$ cat config.mk
export PLATFORM = sky130hd
export DESIGN_NAME = hazard_controller_flat
export DESIGN_NICKNAME = d
export VERILOG_FILES = /design/src/rtl/hazard_controller_pkg.sv /design/src/rtl/hazard_controller_if.sv /design/src/rtl/hazard_controller_sat_counter.sv /design/src/rtl/hazard_controller.sv /design/src/flat_wrapper.sv
export SDC_FILE = /design/constraint.sdc
export NUM_CORES = 1
export LEC_CHECK = 0
export ABC_AREA = 1
export BUFFER_PORTS_ARGS = -buffer_cell sky130_fd_sc_hd__buf_2
export CAP_MARGIN = 20
export CELL_PAD_IN_SITES_DETAIL_PLACEMENT = 0
export CELL_PAD_IN_SITES_GLOBAL_PLACEMENT = 1
export CORE_MARGIN = 1.5
export CORE_UTILIZATION = 33
export CTS_CLUSTER_DIAMETER = 100
export DETAILED_ROUTE_END_ITERATION = 12
export GPL_ROUTABILITY_DRIVEN = 0
export PLACE_DENSITY_LB_ADDON = 0.15
export SLEW_MARGIN = 30
export SYNTH_ARGS = -nofsm -noshare
export SYNTH_HDL_FRONTEND = slang
export SYNTH_SLANG_ARGS = --single-unit
$ cat constraint.sdc
create_clock -name clk -period 1.3 [get_ports clk]
set_input_delay 0.065 -clock clk [delete_from_list [all_inputs] [get_ports clk]]
set_output_delay 0.065 -clock clk [all_outputs]
set_load 0.005 [all_outputs]
$ cat src/rtl/hazard_controller_pkg.sv
// Shared definitions for the pipeline sequencing unit: the FSM state encoding,
// the architectural register aliases and the bubble instruction encoding.
package pipe_ctrl_pkg;

    typedef enum logic [1:0] {
        ST_RUN    = 2'd0,
        ST_DRAIN  = 2'd1,
        ST_HALTED = 2'd2
    } state_e;

    localparam logic [3:0]  REG_SP   = 4'd13;
    localparam logic [3:0]  REG_LR   = 4'd14;
    // Instruction word loaded by a flush: decodes with RegWrite=0.
    localparam logic [15:0] NOP_INSN = 16'h0000;

endpackage

$ cat src/rtl/hazard_controller_if.sv
// Bundle of the hazard unit's pipeline-facing signals.
//  master: the pipeline side (drives ID/EX/MEM status, receives enables/flushes)
//  slave : the hazard controller
interface hazard_controller_if #(
    parameter int CNT_W = 16
);
    logic [3:0]       id_rs1;
    logic [3:0]       id_rs2;
    logic             id_use_rs1;
    logic             id_use_rs2;
    logic             id_halt;
    logic [3:0]       ex_rd;
    logic             ex_mem_read;
    logic             ex_reg_write;
    logic             ex_branch_taken;
    logic             mem_req;
    logic             mem_ack;

    logic             pc_en;
    logic             if_id_en;
    logic             id_ex_en;
    logic             ex_mem_en;
    logic             mem_wb_en;
    logic             if_id_flush;
    logic             id_ex_flush;
    logic             halted;
    logic             mem_timeout;
    logic [CNT_W-1:0] stall_count;
    logic [CNT_W-1:0] flush_count;

    modport master (
        output id_rs1, id_rs2, id_use_rs1, id_use_rs2, id_halt,
               ex_rd, ex_mem_read, ex_reg_write, ex_branch_taken, mem_req, mem_ack,
        input  pc_en, if_id_en, id_ex_en, ex_mem_en, mem_wb_en,
               if_id_flush, id_ex_flush, halted, mem_timeout, stall_count, flush_count
    );

    modport slave (
        input  id_rs1, id_rs2, id_use_rs1, id_use_rs2, id_halt,
               ex_rd, ex_mem_read, ex_reg_write, ex_branch_taken, mem_req, mem_ack,
        output pc_en, if_id_en, id_ex_en, ex_mem_en, mem_wb_en,
               if_id_flush, id_ex_flush, halted, mem_timeout, stall_count, flush_count
    );
endinterface

$ cat src/rtl/hazard_controller_sat_counter.sv
// Saturating up-counter with synchronous clear.
//  clk, reset (sync, active-low), inc, clr (wins over inc), q
module sat_counter #(
    parameter int W = 16
) (
    input  logic         clk,
    input  logic         reset,
    input  logic         inc,
    input  logic         clr,
    output logic [W-1:0] q
);
    logic [W-1:0] cnt_q;

    always_ff @(posedge clk) begin
        if (!reset)                      cnt_q <= '0;
        else if (clr)                    cnt_q <= '0;
        else if (inc && (cnt_q != '1))   cnt_q <= cnt_q + 1'b1;
    end

    assign q = cnt_q;
endmodule

$ cat src/rtl/hazard_controller.sv
// Pipeline sequencing unit for the 16-bit 5-stage core: stage enables and
// bubble flushes for memory wait states, taken branches, load-use stalls and
// halt drain, plus stall/flush event counters and a sticky memory timeout.
//  clk, reset : core clock, synchronous active-low reset
//  bus        : hazard_controller_if slave (ID/EX/MEM status in, controls out)
module hazard_controller
    import pipe_ctrl_pkg::*;
#(
    parameter int DRAIN_CYCLES = 3,
    parameter int MEM_TIMEOUT  = 64,
    parameter int CNT_W        = 16
) (
    input  logic                clk,
    input  logic                reset,
    hazard_controller_if.slave  bus
);
    localparam int DW = (DRAIN_CYCLES > 1) ? $clog2(DRAIN_CYCLES) : 1;
    localparam int WW = $clog2(MEM_TIMEOUT + 1);

    state_e          state_q, state_d;
    logic [DW-1:0]   drain_q, drain_d;
    logic            timeout_q;
    logic [WW-1:0]   wait_q;
    logic            stall_inc, flush_inc;

    // A zero-wait access (req & ack together) does not freeze.
    logic freeze;
    assign freeze = bus.mem_req & ~bus.mem_ack;

    logic load_use;
    assign load_use = bus.ex_mem_read & bus.ex_reg_write &
                      ((bus.id_use_rs1 & (bus.id_rs1 == bus.ex_rd)) |
                       (bus.id_use_rs2 & (bus.id_rs2 == bus.ex_rd)));

    always_comb begin
        bus.pc_en       = 1'b1;
        bus.if_id_en    = 1'b1;
        bus.id_ex_en    = 1'b1;
        bus.ex_mem_en   = 1'b1;
        bus.mem_wb_en   = 1'b1;
        bus.if_id_flush = 1'b0;
        bus.id_ex_flush = 1'b0;
        state_d         = state_q;
        drain_d         = drain_q;
        stall_inc       = 1'b0;
        flush_inc       = 1'b0;

        if (!reset) begin
            // pipeline registers clear themselves; keep defaults
        end else if (freeze || state_q == ST_HALTED) begin
            bus.pc_en     = 1'b0;
            bus.if_id_en  = 1'b0;
            bus.id_ex_en  = 1'b0;
            bus.ex_mem_en = 1'b0;
            bus.mem_wb_en = 1'b0;
        end else if (bus.ex_branch_taken) begin
            // A halt being drained was on the wrong path: cancel it.
            bus.if_id_flush = 1'b1;
            bus.id_ex_flush = 1'b1;
            flush_inc       = 1'b1;
            state_d         = ST_RUN;
        end else if (state_q == ST_RUN && load_use) begin
            bus.pc_en       = 1'b0;
            bus.if_id_en    = 1'b0;
            bus.id_ex_flush = 1'b1;
            stall_inc       = 1'b1;
        end else if (state_q == ST_RUN && bus.id_halt) begin
            bus.pc_en       = 1'b0;
            bus.if_id_en    = 1'b0;
            bus.id_ex_flush = 1'b1;
            drain_d         = DW'(DRAIN_CYCLES - 1);
            state_d         = ST_DRAIN;
        end else if (state_q == ST_DRAIN) begin
            bus.pc_en       = 1'b0;
            bus.if_id_en    = 1'b0;
            bus.id_ex_flush = 1'b1;
            if (drain_q == '0) state_d = ST_HALTED;
            else               drain_d = drain_q - 1'b1;
        end
    end

    always_ff @(posedge clk) begin
        if (!reset) begin
            state_q   <= ST_RUN;
            drain_q   <= '0;
            timeout_q <= 1'b0;
        end else begin
            state_q <= state_d;
            drain_q <= drain_d;
            // wait_q counts the frozen cycles already completed; this one is the next.
            if (freeze && wait_q == WW'(MEM_TIMEOUT - 1)) timeout_q <= 1'b1;
        end
    end

    sat_counter #(.W(WW)) u_wait_cnt (
        .clk(clk), .reset(reset), .inc(freeze), .clr(~freeze), .q(wait_q)
    );

    sat_counter #(.W(CNT_W)) u_stall_cnt (
        .clk(clk), .reset(reset), .inc(stall_inc), .clr(1'b0), .q(bus.stall_count)
    );

    sat_counter #(.W(CNT_W)) u_flush_cnt (
        .clk(clk), .reset(reset), .inc(flush_inc), .clr(1'b0), .q(bus.flush_count)
    );

    assign bus.halted      = (state_q == ST_HALTED);
    assign bus.mem_timeout = timeout_q;
endmodule

$ cat src/flat_wrapper.sv
// flat-port wrapper written by rule: the top's interface ports become plain ports
module hazard_controller_flat import pipe_ctrl_pkg::*;
#(
    parameter int DRAIN_CYCLES = 3,
    parameter int MEM_TIMEOUT  = 64,
    parameter int CNT_W        = 16
)
  (clk, reset, bus_id_rs1, bus_id_rs2, bus_id_use_rs1, bus_id_use_rs2, bus_id_halt, bus_ex_rd, bus_ex_mem_read, bus_ex_reg_write, bus_ex_branch_taken, bus_mem_req, bus_mem_ack, bus_pc_en, bus_if_id_en, bus_id_ex_en, bus_ex_mem_en, bus_mem_wb_en, bus_if_id_flush, bus_id_ex_flush, bus_halted, bus_mem_timeout, bus_stall_count, bus_flush_count);
  hazard_controller_if #(.CNT_W(CNT_W)) bus_i ();
  input  logic clk;
  input  logic reset;
  input wire logic [$bits(bus_i.id_rs1)-1:0] bus_id_rs1;
  input wire logic [$bits(bus_i.id_rs2)-1:0] bus_id_rs2;
  input wire logic [$bits(bus_i.id_use_rs1)-1:0] bus_id_use_rs1;
  input wire logic [$bits(bus_i.id_use_rs2)-1:0] bus_id_use_rs2;
  input wire logic [$bits(bus_i.id_halt)-1:0] bus_id_halt;
  input wire logic [$bits(bus_i.ex_rd)-1:0] bus_ex_rd;
  input wire logic [$bits(bus_i.ex_mem_read)-1:0] bus_ex_mem_read;
  input wire logic [$bits(bus_i.ex_reg_write)-1:0] bus_ex_reg_write;
  input wire logic [$bits(bus_i.ex_branch_taken)-1:0] bus_ex_branch_taken;
  input wire logic [$bits(bus_i.mem_req)-1:0] bus_mem_req;
  input wire logic [$bits(bus_i.mem_ack)-1:0] bus_mem_ack;
  output wire logic [$bits(bus_i.pc_en)-1:0] bus_pc_en;
  output wire logic [$bits(bus_i.if_id_en)-1:0] bus_if_id_en;
  output wire logic [$bits(bus_i.id_ex_en)-1:0] bus_id_ex_en;
  output wire logic [$bits(bus_i.ex_mem_en)-1:0] bus_ex_mem_en;
  output wire logic [$bits(bus_i.mem_wb_en)-1:0] bus_mem_wb_en;
  output wire logic [$bits(bus_i.if_id_flush)-1:0] bus_if_id_flush;
  output wire logic [$bits(bus_i.id_ex_flush)-1:0] bus_id_ex_flush;
  output wire logic [$bits(bus_i.halted)-1:0] bus_halted;
  output wire logic [$bits(bus_i.mem_timeout)-1:0] bus_mem_timeout;
  output wire logic [$bits(bus_i.stall_count)-1:0] bus_stall_count;
  output wire logic [$bits(bus_i.flush_count)-1:0] bus_flush_count;
  assign bus_i.id_rs1 = bus_id_rs1;
  assign bus_i.id_rs2 = bus_id_rs2;
  assign bus_i.id_use_rs1 = bus_id_use_rs1;
  assign bus_i.id_use_rs2 = bus_id_use_rs2;
  assign bus_i.id_halt = bus_id_halt;
  assign bus_i.ex_rd = bus_ex_rd;
  assign bus_i.ex_mem_read = bus_ex_mem_read;
  assign bus_i.ex_reg_write = bus_ex_reg_write;
  assign bus_i.ex_branch_taken = bus_ex_branch_taken;
  assign bus_i.mem_req = bus_mem_req;
  assign bus_i.mem_ack = bus_mem_ack;
  assign bus_pc_en = bus_i.pc_en;
  assign bus_if_id_en = bus_i.if_id_en;
  assign bus_id_ex_en = bus_i.id_ex_en;
  assign bus_ex_mem_en = bus_i.ex_mem_en;
  assign bus_mem_wb_en = bus_i.mem_wb_en;
  assign bus_if_id_flush = bus_i.if_id_flush;
  assign bus_id_ex_flush = bus_i.id_ex_flush;
  assign bus_halted = bus_i.halted;
  assign bus_mem_timeout = bus_i.mem_timeout;
  assign bus_stall_count = bus_i.stall_count;
  assign bus_flush_count = bus_i.flush_count;
  hazard_controller #(.DRAIN_CYCLES(DRAIN_CYCLES), .MEM_TIMEOUT(MEM_TIMEOUT), .CNT_W(CNT_W)) u_core (.clk(clk), .reset(reset), .bus(bus_i));
endmodule
==> flow_summary.yaml <==
run_status:
  outcome: "finished, violations left"
  violations: "setup timing"
power_and_ir_drop:
  p_int_w: 0.00198
  p_seq_frac: 0.499
  leakage_nw: 2.16
  ir_drop_mv: 0.375
  switchingPower_w: 0.000756
  clkPwrFrac: 0.317
  p_sw_frac: 0.276
  p_comb_frac: 0.184
  p_per_area_mw_per_mm2: 589
timing:
  drv_slew: 0
  tightest_slew_ns: 0.343
  min_period_ns: 1.55
  max_slew_margin: 0.771
  finalSetupViolCount: 40
  fin_crit_sh: 1.19
  rsz0062_at_grt: "true"
  max_clock_freq_ghz: 0.645
  fin_worst_skew_ns: 0.0128
  hold_violations: 0
  fin_ws_ns: -0.251
  holdWs_ns: 0.106
synthesis:
  synth.avg_cell_area_um2: 6.40
  synth_seq_cells: 44
  yosys.area_share.simple: 0.407
  synth_xor_xnor_area_share: 0.0231
  synth-edff-count: 0
  synth_warnings: 0
  synthTopCellsByArea: "dfxtp_1, nand2_1, nor2_1"
  syn_nets: 440
  synthArstFlopShare: 0
  synthMuxAreaShare: 0
  synth_top_cell_by_area: "dfxtp_1"
  ys_seq_area_frac: 0.333
  netlist_area_mm2: 0.00265
  synthCells: 414
  synth_top_area_share: 0.333
  synth_top_family_by_area: "simple AND/OR/NAND/NOR gates"
  ys_types: 35
  synth_flop_cell: "dfxtp_1"
  synth_compound_area_frac: 0.103
  synthAdderAreaFrac: 0.0189
  synth_common_cells: "nand2_1, nor2_1, inv_1"
  yosysMostFrequentCell: "nand2_1"
die:
  coreArea_mm2: 0.00777
  start_util: 0.341
  fp-row-count: 32
  dieHeight_um: 92.6
  dieArea_mm2: 0.00857
  die_w_um: 92.6
  io_pins: 63
critical_path:
  crit_fanout: 3
  startpoint_type: "register"
  required_ns: 1.24
  r2r_slack_ns: -0.21
  end_kind: "output port"
  cp.arrival_ns: 1.49
  crit_type: "reg -> out"
route:
  ant_nets: 0
  via_per_inst: 4.57
  wirelength_um: 8160
  routed-via-count: 3141
  drt-initial-drc-count: 71
  drt_first_pass_iters: 4
  wire_per_inst_um: 11.9
  drc: 0
placed_design:
  pre_cts_ws_ns: -0.311
  portBuffers: 62
  hpwlAfterDp_um: 5710
grt:
  antenna_found_initial: 0
  grt_usage: 0.195
  grt_pass1_vias: 3048
  grt_max_degree: 18
  grt_pass1_wl_um: 13400
  grt_overflow: 0
job:
  drv_cap: 0
layout:
  final.fill_count: 734
  post-route-util: 0.598
  n_antenna_cell: 0
  layout.nets: 611
  drive_gt1_frac: 0.544
  area_delta_synth_final_pct: 75.4
clocking:
  cts_tree: "done"
  root_buffer: "clkbuf_8"
  clock_latency_ns: 0.31
  cts_hold_buf: 0
  clockBufferDepth: 2
  clkTransAtPathRegs_ns: 0.08
  clkSinkCount: 44
  htree_levels: 2
  cts_buffers: 5
min_path:
  hold_class: "in -> reg"
cell type report:
cell class,count,area (um2),area share
Timing Repair Buffer,172,1250,0.269
Timing Repair inverter,1,11.3,0.00242
Clock inverter,1,5.00,0.00108
Tap cell,102,128,0.0275
Inverter,62,241,0.0520
Clock buffer,7,76.3,0.0164
Sequential cell,44,912,0.196
Multi-Input combinational cell,299,2020,0.436
registers in the layout, summed over array words and instances (netlist names):
signal                  flops
u_core.u_stall_cnt.q       16
u_core.drain_q              2
u_core.u_flush_cnt.q       16
u_core.u_wait_cnt.q         7
u_core.bus.mem_timeout      1
u_core.state_q              2
through the flow:
step / power [W] / instance area (um2) / TNS, ns / instances
finish: 0.00274 / 4650 / -6.55 / 688
global placement: 0.00176 / 3920 / -5.50 / 657
floorplan: 0.00160 / 2860 / -2.96 / 414
global route: 0.00287 / 4650 / -9.69 / 688
detailed placement: 0.00177 / 3920 / -7.04 / 657
CTS: 0.00272 / 4370 / -5.67 / 681
power by group through the flow:
stage / registers (W) / clock network, W / logic [W]
3_3_place_gp: 0.00140 / 0 / 0.000368
2_1_floorplan: 0.00140 / 0 / 0.000200
3_5_place_dp: 0.00140 / 0 / 0.000370
4_1_cts: 0.00137 / 0.000899 / 0.000457
6_report: 0.00137 / 0.000866 / 0.000503
5_1_grt: 0.00137 / 0.000945 / 0.000555
routing by layer:
layer / GRT usage / up-vias / part of all wire
met5: 0 / - / 0
li1: - / 1659 / -
met1: 0.231 / 1425 / 0.45
met3: 0.0304 / 13 / 0.028
met4: 0.0564 / 0 / 0.017
met2: 0.358 / 44 / 0.51
cells by family (layout without fill, tap and decap cells):
kind of cell / after synthesis / count (layout)
AO/OA/AOI/OAI: 52 / 52
XOR/XNOR: 7 / 7
adder cells (fa/ha/maj): 4 / 4
buffers and inverters: 72 / 243
flip-flops: 44 / 44
AND/OR/NAND/NOR: 235 / 236
worst paths after layout:
path	cells past startpoint	endpoint	from
setup / recovery	6	bus_id_ex_flush	u_core.state_q[1]$_SDFFE_PN0P_
hold / removal	4	u_core.state_q[0]$_SDFFE_PN0P_	bus_ex_branch_taken
setup reg to reg	9	u_core.u_stall_cnt.q[0]$_SDFFE_PN0P_	u_core.state_q[1]$_SDFFE_PN0P_
hold reg to reg	2	u_core.drain_q[1]$_SDFFE_PN0P_	u_core.drain_q[1]$_SDFFE_PN0P_
worst max-delay path, stage by stage (launching register included):
cell	delay [ns]
dfxtp_2	0.33
or2_4	0.26
nor2_4	0.13
nand2_2	0.08
buf_6	0.13
a31oi_4	0.12
buf_2	0.13
what timing repair did:
action,4_1_cts,5_1_grt
pin swaps,48,36
gates resized for setup,74,56
cloned,2,0
endpoints found under the setup margin,46,49
setup buffers,15,7
cell usage in the layout (no fill, tap or decap), types with 3 or more instances in the layout:
cell type / synthesis / layout
inv_1: 58 / 49
xnor2_1: 5 / 4
nand2_1: 91 / 71
dfxtp_4: 0 / 4
o21ai_2: 1 / 13
dfxtp_2: 0 / 13
buf_4: 3 / 89
buf_2: 0 / 61
nor3_4: 0 / 4
o21ai_1: 2 / 3
buf_6: 3 / 19
nand3_4: 1 / 10
a21oi_2: 1 / 8
nor2_4: 3 / 10
ha_4: 0 / 3
nor2_2: 1 / 7
buf_12: 0 / 3
nand2_2: 1 / 18
nand3_1: 40 / 14
clkbuf_8: 0 / 5
nor3_1: 10 / 5
nor3_2: 2 / 3
nand4_1: 5 / 5
dfxtp_1: 44 / 27
nor2_1: 70 / 57
inv_2: 3 / 11
a21oi_1: 30 / 23
nand3_2: 1 / 18
nand2_4: 2 / 5
No activity file was read; power rests on OpenSTA's default activity.
